## src/rtl/sap_ctrl_seq_pkg.sv

```systemverilog
// Shared types for the SAP-8 control sequencer: opcodes, bus sources, ALU functions, T-states.
// SAP_COND_JUMP_EN (optional define) enables the JC/JZ/JN conditional jumps in the decoder.
package sap_ctrl_seq_pkg;

    localparam int OPC_W = 4;
    localparam int T_W   = 3;

    localparam logic [T_W-1:0] T0 = 3'd0;
    localparam logic [T_W-1:0] T1 = 3'd1;
    localparam logic [T_W-1:0] T2 = 3'd2;
    localparam logic [T_W-1:0] T3 = 3'd3;
    localparam logic [T_W-1:0] T4 = 3'd4;

    typedef enum logic [2:0] {
        ALU_PASS = 3'd0,
        ALU_ADD  = 3'd1,
        ALU_SUB  = 3'd2,
        ALU_AND  = 3'd3,
        ALU_OR   = 3'd4,
        ALU_XOR  = 3'd5
    } alu_op_e;

    typedef enum logic [2:0] {
        BUS_NONE    = 3'd0,
        BUS_PC      = 3'd1,
        BUS_RAM     = 3'd2,
        BUS_IR_OPND = 3'd3,
        BUS_A       = 3'd4,
        BUS_ALU     = 3'd5
    } bus_src_e;

    typedef enum logic [OPC_W-1:0] {
        OP_NOP = 4'h0,
        OP_LDA = 4'h1,
        OP_ADD = 4'h2,
        OP_SUB = 4'h3,
        OP_STA = 4'h4,
        OP_LDI = 4'h5,
        OP_JMP = 4'h6,
        OP_JC  = 4'h7,
        OP_JZ  = 4'h8,
        OP_AND = 4'h9,
        OP_OR  = 4'hA,
        OP_XOR = 4'hB,
        OP_JN  = 4'hC,
        OP_RSV = 4'hD,
        OP_OUT = 4'hE,
        OP_HLT = 4'hF
    } opcode_e;

    typedef struct packed {
        bus_src_e bus_sel;
        logic     mar_ld;
        logic     ir_ld;
        logic     pc_inc;
        logic     pc_ld;
        logic     a_ld;
        logic     b_ld;
        logic     ram_we;
        logic     flags_ld;
        logic     out_ld;
        alu_op_e  alu_op;
    } ctrl_word_t;

    localparam ctrl_word_t CTRL_IDLE = '{
        bus_sel:  BUS_NONE,
        mar_ld:   1'b0,
        ir_ld:    1'b0,
        pc_inc:   1'b0,
        pc_ld:    1'b0,
        a_ld:     1'b0,
        b_ld:     1'b0,
        ram_we:   1'b0,
        flags_ld: 1'b0,
        out_ld:   1'b0,
        alu_op:   ALU_PASS
    };

    function automatic logic is_alu_instr(input opcode_e op);
        return (op == OP_ADD) || (op == OP_SUB) || (op == OP_AND) ||
               (op == OP_OR)  || (op == OP_XOR);
    endfunction

    function automatic alu_op_e alu_op_for(input opcode_e op);
        alu_op_e res;
        case (op)
            OP_ADD:  res = ALU_ADD;
            OP_SUB:  res = ALU_SUB;
            OP_AND:  res = ALU_AND;
            OP_OR:   res = ALU_OR;
            OP_XOR:  res = ALU_XOR;
            default: res = ALU_PASS;
        endcase
        return res;
    endfunction

endpackage

```

## src/rtl/sap_ctrl_seq_decode.sv

```systemverilog
// Combinational microcode decoder: (t_state, opcode, flags) -> control word, end-of-instruction, halt request.
// SAP_COND_JUMP_EN selects real conditional jumps for opcodes 7/8/C; otherwise they decode as NOP.
module sap_ctrl_decode
    import sap_ctrl_seq_pkg::*;
(
    input  logic [T_W-1:0]   t_state,
    input  logic [OPC_W-1:0] opcode,
    input  logic             flag_z,
    input  logic             flag_c,
    input  logic             flag_n,
    output ctrl_word_t       ctrl,
    output logic             last_t,
    output logic             halt_req
);

    opcode_e op;
    logic    cond_take;

    assign op = opcode_e'(opcode);

`ifdef SAP_COND_JUMP_EN
    always_comb begin
        cond_take = 1'b0;
        case (op)
            OP_JC:   cond_take = flag_c;
            OP_JZ:   cond_take = flag_z;
            OP_JN:   cond_take = flag_n;
            default: cond_take = 1'b0;
        endcase
    end
`else
    logic unused_flags;
    assign unused_flags = flag_z ^ flag_c ^ flag_n;
    assign cond_take    = 1'b0;
`endif

    always_comb begin
        ctrl     = CTRL_IDLE;
        last_t   = 1'b0;
        halt_req = 1'b0;
        case (t_state)
            T0: begin
                ctrl.bus_sel = BUS_PC;
                ctrl.mar_ld  = 1'b1;
            end
            T1: begin
                ctrl.bus_sel = BUS_RAM;
                ctrl.ir_ld   = 1'b1;
                ctrl.pc_inc  = 1'b1;
            end
            T2: begin
                case (op)
                    OP_LDA, OP_STA, OP_ADD, OP_SUB, OP_AND, OP_OR, OP_XOR: begin
                        ctrl.bus_sel = BUS_IR_OPND;
                        ctrl.mar_ld  = 1'b1;
                    end
                    OP_LDI: begin
                        ctrl.bus_sel = BUS_IR_OPND;
                        ctrl.a_ld    = 1'b1;
                        last_t       = 1'b1;
                    end
                    OP_JMP: begin
                        ctrl.bus_sel = BUS_IR_OPND;
                        ctrl.pc_ld   = 1'b1;
                        last_t       = 1'b1;
                    end
                    OP_JC, OP_JZ, OP_JN: begin
`ifdef SAP_COND_JUMP_EN
                        ctrl.bus_sel = BUS_IR_OPND;
                        ctrl.pc_ld   = cond_take;
`endif
                        last_t       = 1'b1;
                    end
                    OP_OUT: begin
                        ctrl.bus_sel = BUS_A;
                        ctrl.out_ld  = 1'b1;
                        last_t       = 1'b1;
                    end
                    OP_HLT: begin
                        halt_req = 1'b1;
                        last_t   = 1'b1;
                    end
                    default: begin
                        last_t = 1'b1;
                    end
                endcase
            end
            T3: begin
                case (op)
                    OP_LDA: begin
                        ctrl.bus_sel = BUS_RAM;
                        ctrl.a_ld    = 1'b1;
                        last_t       = 1'b1;
                    end
                    OP_STA: begin
                        ctrl.bus_sel = BUS_A;
                        ctrl.ram_we  = 1'b1;
                        last_t       = 1'b1;
                    end
                    OP_ADD, OP_SUB, OP_AND, OP_OR, OP_XOR: begin
                        ctrl.bus_sel = BUS_RAM;
                        ctrl.b_ld    = 1'b1;
                    end
                    default: begin
                        last_t = 1'b1;
                    end
                endcase
            end
            T4: begin
                // Result and flags land together so the next instruction's T2 sees fresh flags.
                if (is_alu_instr(op)) begin
                    ctrl.bus_sel  = BUS_ALU;
                    ctrl.a_ld     = 1'b1;
                    ctrl.flags_ld = 1'b1;
                    ctrl.alu_op   = alu_op_for(op);
                end
                last_t = 1'b1;
            end
            default: begin
                last_t = 1'b1;
            end
        endcase
    end

endmodule

```

## src/rtl/sap_ctrl_seq.sv

```systemverilog
// SAP-8 control sequencer top: T-state counter and sticky HALT, gating the decoded control word.
// SAP_COND_JUMP_EN (optional define) is consumed by sap_ctrl_decode to enable JC/JZ/JN.
module sap_ctrl_seq
    import sap_ctrl_seq_pkg::*;
(
    input  logic             clk,
    input  logic             rst,
    input  logic             en,
    input  logic [OPC_W-1:0] opcode,
    input  logic             flag_z,
    input  logic             flag_c,
    input  logic             flag_n,
    output bus_src_e         bus_sel,
    output logic             mar_ld,
    output logic             ir_ld,
    output logic             pc_inc,
    output logic             pc_ld,
    output logic             a_ld,
    output logic             b_ld,
    output logic             ram_we,
    output logic             flags_ld,
    output logic             out_ld,
    output alu_op_e          alu_op,
    output logic             halted,
    output logic [T_W-1:0]   t_state
);

    typedef enum logic {
        SEQ_RUN  = 1'b0,
        SEQ_HALT = 1'b1
    } seq_state_e;

    seq_state_e       state_q, state_d;
    logic [T_W-1:0]   t_q, t_d;
    ctrl_word_t       dec_ctrl;
    ctrl_word_t       ctrl;
    logic             last_t;
    logic             halt_req;
    logic             active;

    sap_ctrl_decode u_decode (
        .t_state  (t_q),
        .opcode   (opcode),
        .flag_z   (flag_z),
        .flag_c   (flag_c),
        .flag_n   (flag_n),
        .ctrl     (dec_ctrl),
        .last_t   (last_t),
        .halt_req (halt_req)
    );

    always_ff @(posedge clk) begin
        if (rst) begin
            state_q <= SEQ_RUN;
            t_q     <= T0;
        end else begin
            state_q <= state_d;
            t_q     <= t_d;
        end
    end

    assign active = !rst && (state_q == SEQ_RUN) && en;

    // HALT parks the counter at T0 so a later reset needs no special clean-up.
    always_comb begin
        state_d = state_q;
        t_d     = t_q;
        ctrl    = CTRL_IDLE;
        if ((state_q == SEQ_RUN) && en) begin
            if (halt_req) begin
                state_d = SEQ_HALT;
                t_d     = T0;
            end else if (last_t) begin
                t_d = T0;
            end else begin
                t_d = t_q + 3'd1;
            end
        end
        if (active) begin
            ctrl = dec_ctrl;
        end
    end

    assign bus_sel  = ctrl.bus_sel;
    assign mar_ld   = ctrl.mar_ld;
    assign ir_ld    = ctrl.ir_ld;
    assign pc_inc   = ctrl.pc_inc;
    assign pc_ld    = ctrl.pc_ld;
    assign a_ld     = ctrl.a_ld;
    assign b_ld     = ctrl.b_ld;
    assign ram_we   = ctrl.ram_we;
    assign flags_ld = ctrl.flags_ld;
    assign out_ld   = ctrl.out_ld;
    assign alu_op   = ctrl.alu_op;
    assign halted   = (state_q == SEQ_HALT) && !rst;
    assign t_state  = t_q;

endmodule

```

## config.mk

```make
export PLATFORM = sky130hd
export DESIGN_NAME = sap_ctrl_seq
export DESIGN_NICKNAME = d
export VERILOG_FILES = /design/src/rtl/sap_ctrl_seq_pkg.sv /design/src/rtl/sap_ctrl_seq_decode.sv /design/src/rtl/sap_ctrl_seq.sv
export SDC_FILE = /design/constraint.sdc
export NUM_CORES = 1
export LEC_CHECK = 0
export CAP_MARGIN = 10
export CORE_MARGIN = 3
export CORE_UTILIZATION = 42
export DETAILED_ROUTE_END_ITERATION = 16
export PLACE_DENSITY = 0.79
export RECOVER_POWER = 100
export SLEW_MARGIN = 40
export SYNTH_ARGS = -nofsm -noshare
export SYNTH_HDL_FRONTEND = slang
export SYNTH_SLANG_ARGS = --single-unit
```

## constraint.sdc

```tcl
create_clock -name clk -period 3.91 [get_ports clk]
set_input_delay 0.782 -clock clk [delete_from_list [all_inputs] [get_ports clk]]
set_output_delay 0.782 -clock clk [all_outputs]
set_load 0.01 [all_outputs]
```

==> impl_metrics.csv <==
group,metric,value,unit
status,status,"completed",
worst_setup_path,cp.arrival,2900,ps
placed_design,hpwl,1270,um
run,maxCapViolations,0,
floorplan,io_pins,29,
synth,synth_cells,89,
global_routing,antenna_found_initial,0,
sta,min_period,3690,ps
layout,nets,128,
sta,setup_tns,0,ps
global_routing,track_usage,18.2,%
worst_setup_path,cp_max_fo,10,
clocking,postCtsHoldBufs,0,
power,p_int,0.113,mW
clocking,clkSlewWorstSetupHoldPaths,40,ps
clocking,cts_made_buffers,3,
routing,vias_per_cell,5.50,
power,comb_power_share,42.7,%
global_routing,gr-total-overflow,0,
worst_setup_path,startpoint_type,"input pin",
sta,finalClockSkew,6.03,ps
layout,antenna_cells,0,
power,power_frac_seq,27.3,%
global_routing,grt_pass1_wl,2620,um
layout,finalInstanceArea,843,um^2
clocking,cts_root_buf,"clkbuf_4",
placed_design,io_buffers,25,
layout,area_growth,44.9,%
power,p_leak,0.362,nW
synth,ys_seq_area_share,13.8,%
floorplan,die_w,43.2,um
worst_setup_path,critical_path_class,"input pin to output port",
sta,worst_pin_slew,429,ps
clocking,h-tree-depth,1,
routing,drt-total-wl,1560,um
layout,regArea,80.1,um^2
worst_setup_path,end_kind,"output port",
synth,synth-seq-cells,4,
synth,yosys_warnings,0,
floorplan,die_h,43.2,um
synth,syn_area_per_cell,6.54,um^2
synth,syn_nets,104,
routing,first_pass_iters,4,
routing,ant_nets,0,
power,ir_drop,0.222,mV
routing,vias,688,
sta,rsz0062_at_grt,"no",
placed_design,gp_congestion,0.846,
routing,drcViolationCount,0,
placed_design,postPlaceCellArea,821,um^2
layout,fillCellCount,118,
global_routing,grt_pass1_vias,607,
hold_path,hold_class,"flop to flop",
power,fin_total_pwr,0.175,mW
hold_path,hold_depth,2,
power,power_frac_clock,30.0,%
worst_setup_path,rr_worst_depth,6,
floorplan,start_util,48.4,%
sta,hold_violations,0,
layout,drive_above_1_share,7.21,%
floorplan,coreArea,1200,um^2
layout,multi_input_area,443,um^2
synth,yosysUniqueCellTypes,32,
synth,netlist_area,582,um^2
sta,max_freq,271,MHz
routing,wl_per_cell,12.5,um
routing,drt-initial-drc-count,17,
clocking,clk_latency,240,ps
clocking,postCtsSetupBuffers,0,
power,power.switching,0.0621,mW
sta,setup_viol,0,
clocking,clockBufferDepth,2,
worst_setup_path,required,3130,ps
global_routing,grt_max_degree,12,
power,power.density,207,nW/um^2
clocking,cts_sinks,4,
power,switching_share,35.5,%
sta,finalMaxSlewViolations,0,
clocking,ctsResizeCount,0,
sta,max-slew-margin-rel,71.1,%
clocking,cts_tree,"yes",
floorplan,dieArea,1870,um^2
sta,period_share,94.3,%
floorplan,rows,12,
-- final cells by class --
| cell class | instances | share of cell area [%] |
|---|---|---|
| sequential | 4 | 9.50 |
| clock buffer | 3 | 2.67 |
| timing repair buffer | 26 | 30.6 |
| inverter | 6 | 2.67 |
| tap | 14 | 2.08 |
| multi-input combinational | 72 | 52.5 |
-- kinds of logic (layout without fill, tap and decap cells) --
| kind of cell | Yosys count | count (layout) | share of synthesized area, % |
|---|---|---|---|
| AND/OR/NAND/NOR | 43 | 43 | 37.0 |
| AO/OA/AOI/OAI | 22 | 22 | 24.9 |
| buffers and inverters | 13 | 35 | 10.1 |
| adder cells (fa/ha/maj) | 5 | 5 | 10.8 |
| flip-flops | 4 | 4 | 13.8 |
| XOR/XNOR | 1 | 1 | 1.51 |
| multiplexers | 1 | 1 | 1.94 |
-- power groups by stage --
stage | Clock (mW) | Sequential, mW | Combinational, mW
after floorplan | 0 | 0.0488 | 0.0484
after global placement | 0 | 0.0483 | 0.0750
after detailed placement | 0 | 0.0484 | 0.0767
after CTS | 0.0532 | 0.0479 | 0.0773
after global routing | 0.0563 | 0.0484 | 0.0831
final | 0.0525 | 0.0477 | 0.0747
-- stage by stage --
step | worst slack (ps) | instances | hold WS (ps) | utilization [%]
CTS | 313 | 125 | 536 | 70.2
global placement | 320 | 122 | 505 | 68.3
floorplan | 1310 | 89 | 498 | -
finish | 223 | 125 | 537 | 70.2
detailed placement | 313 | 122 | 526 | 68.3
global route | 104 | 125 | 582 | 70.2
-- registers in the layout, indices dropped and copies added (netlist names) --
signal   count
state_q      1
t_state      3
-- synth_stat cells (all sizes together) --
library cell,number,area share (%)
and2,1,1.1
inv,6,3.9
a2111oi,1,2.6
dfxtp,4,14
nor2,12,7.7
a21o,1,1.3
ha,5,11
nor2b,2,2.2
nand2b,2,2.2
nand2,10,6.5
or4,1,1.3
or2,1,1.1
or3,1,1.9
o21ai,3,2.6
and3,1,1.1
clkbuf,1,0.64
nor3,6,5.2
o22ai,2,2.2
buf,6,5.6
a21oi,7,6.0
or3b,1,1.5
o21bai,1,1.3
nand3,2,1.7
mux2,1,1.9
nor4,1,1.1
nor3b,2,2.6
o21a,1,1.3
a211o,1,1.5
o31ai,4,5.2
xor2,1,1.5
a31oi,1,1.1
-- worst paths after layout --
| path | startpoint | end | slack, ps |
|---|---|---|---|
| worst min-delay path | t_state[1] | t_state[1] | 540 |
| worst max register to register | t_state[0] | t_state[0] | 2220 |
| worst min register to register | t_state[1] | t_state[1] | 540 |
| worst max-delay path | opcode[1] | bus_sel[1] | 220 |
-- routing by layer --
| layer | vias up | GRT usage (%) | share of wire [%] |
|---|---|---|---|
| met2 | 26 | 29.2 | 48 |
| met1 | 308 | 23.7 | 43 |
| met4 | 0 | 1.81 | 0 |
| met5 | - | 0 | 0 |
| met3 | 0 | 6.78 | 8.4 |
| li1 | 354 | - | - |
-- critical path, cell delays in order --
cell           delay [ps]
dlygate4sd3_1         660
a21o_1                210
a2111oi_2             400
a211o_1               150
and2_1                110
dlygate4sd3_1         600
-- cell usage in the layout (no fill, tap or decap), drive strengths merged, types with 3 or more instances in the layout --
cell type and n:
clkdlybuf4s50 7, nand2 10, o31ai 4, nor2 12
nor3 6, dlygate4sd3 18, o21ai 3, dfxtp 4
clkbuf 3, ha 5, inv 6, a21oi 7
No activity file was read; power rests on OpenSTA's default activity.
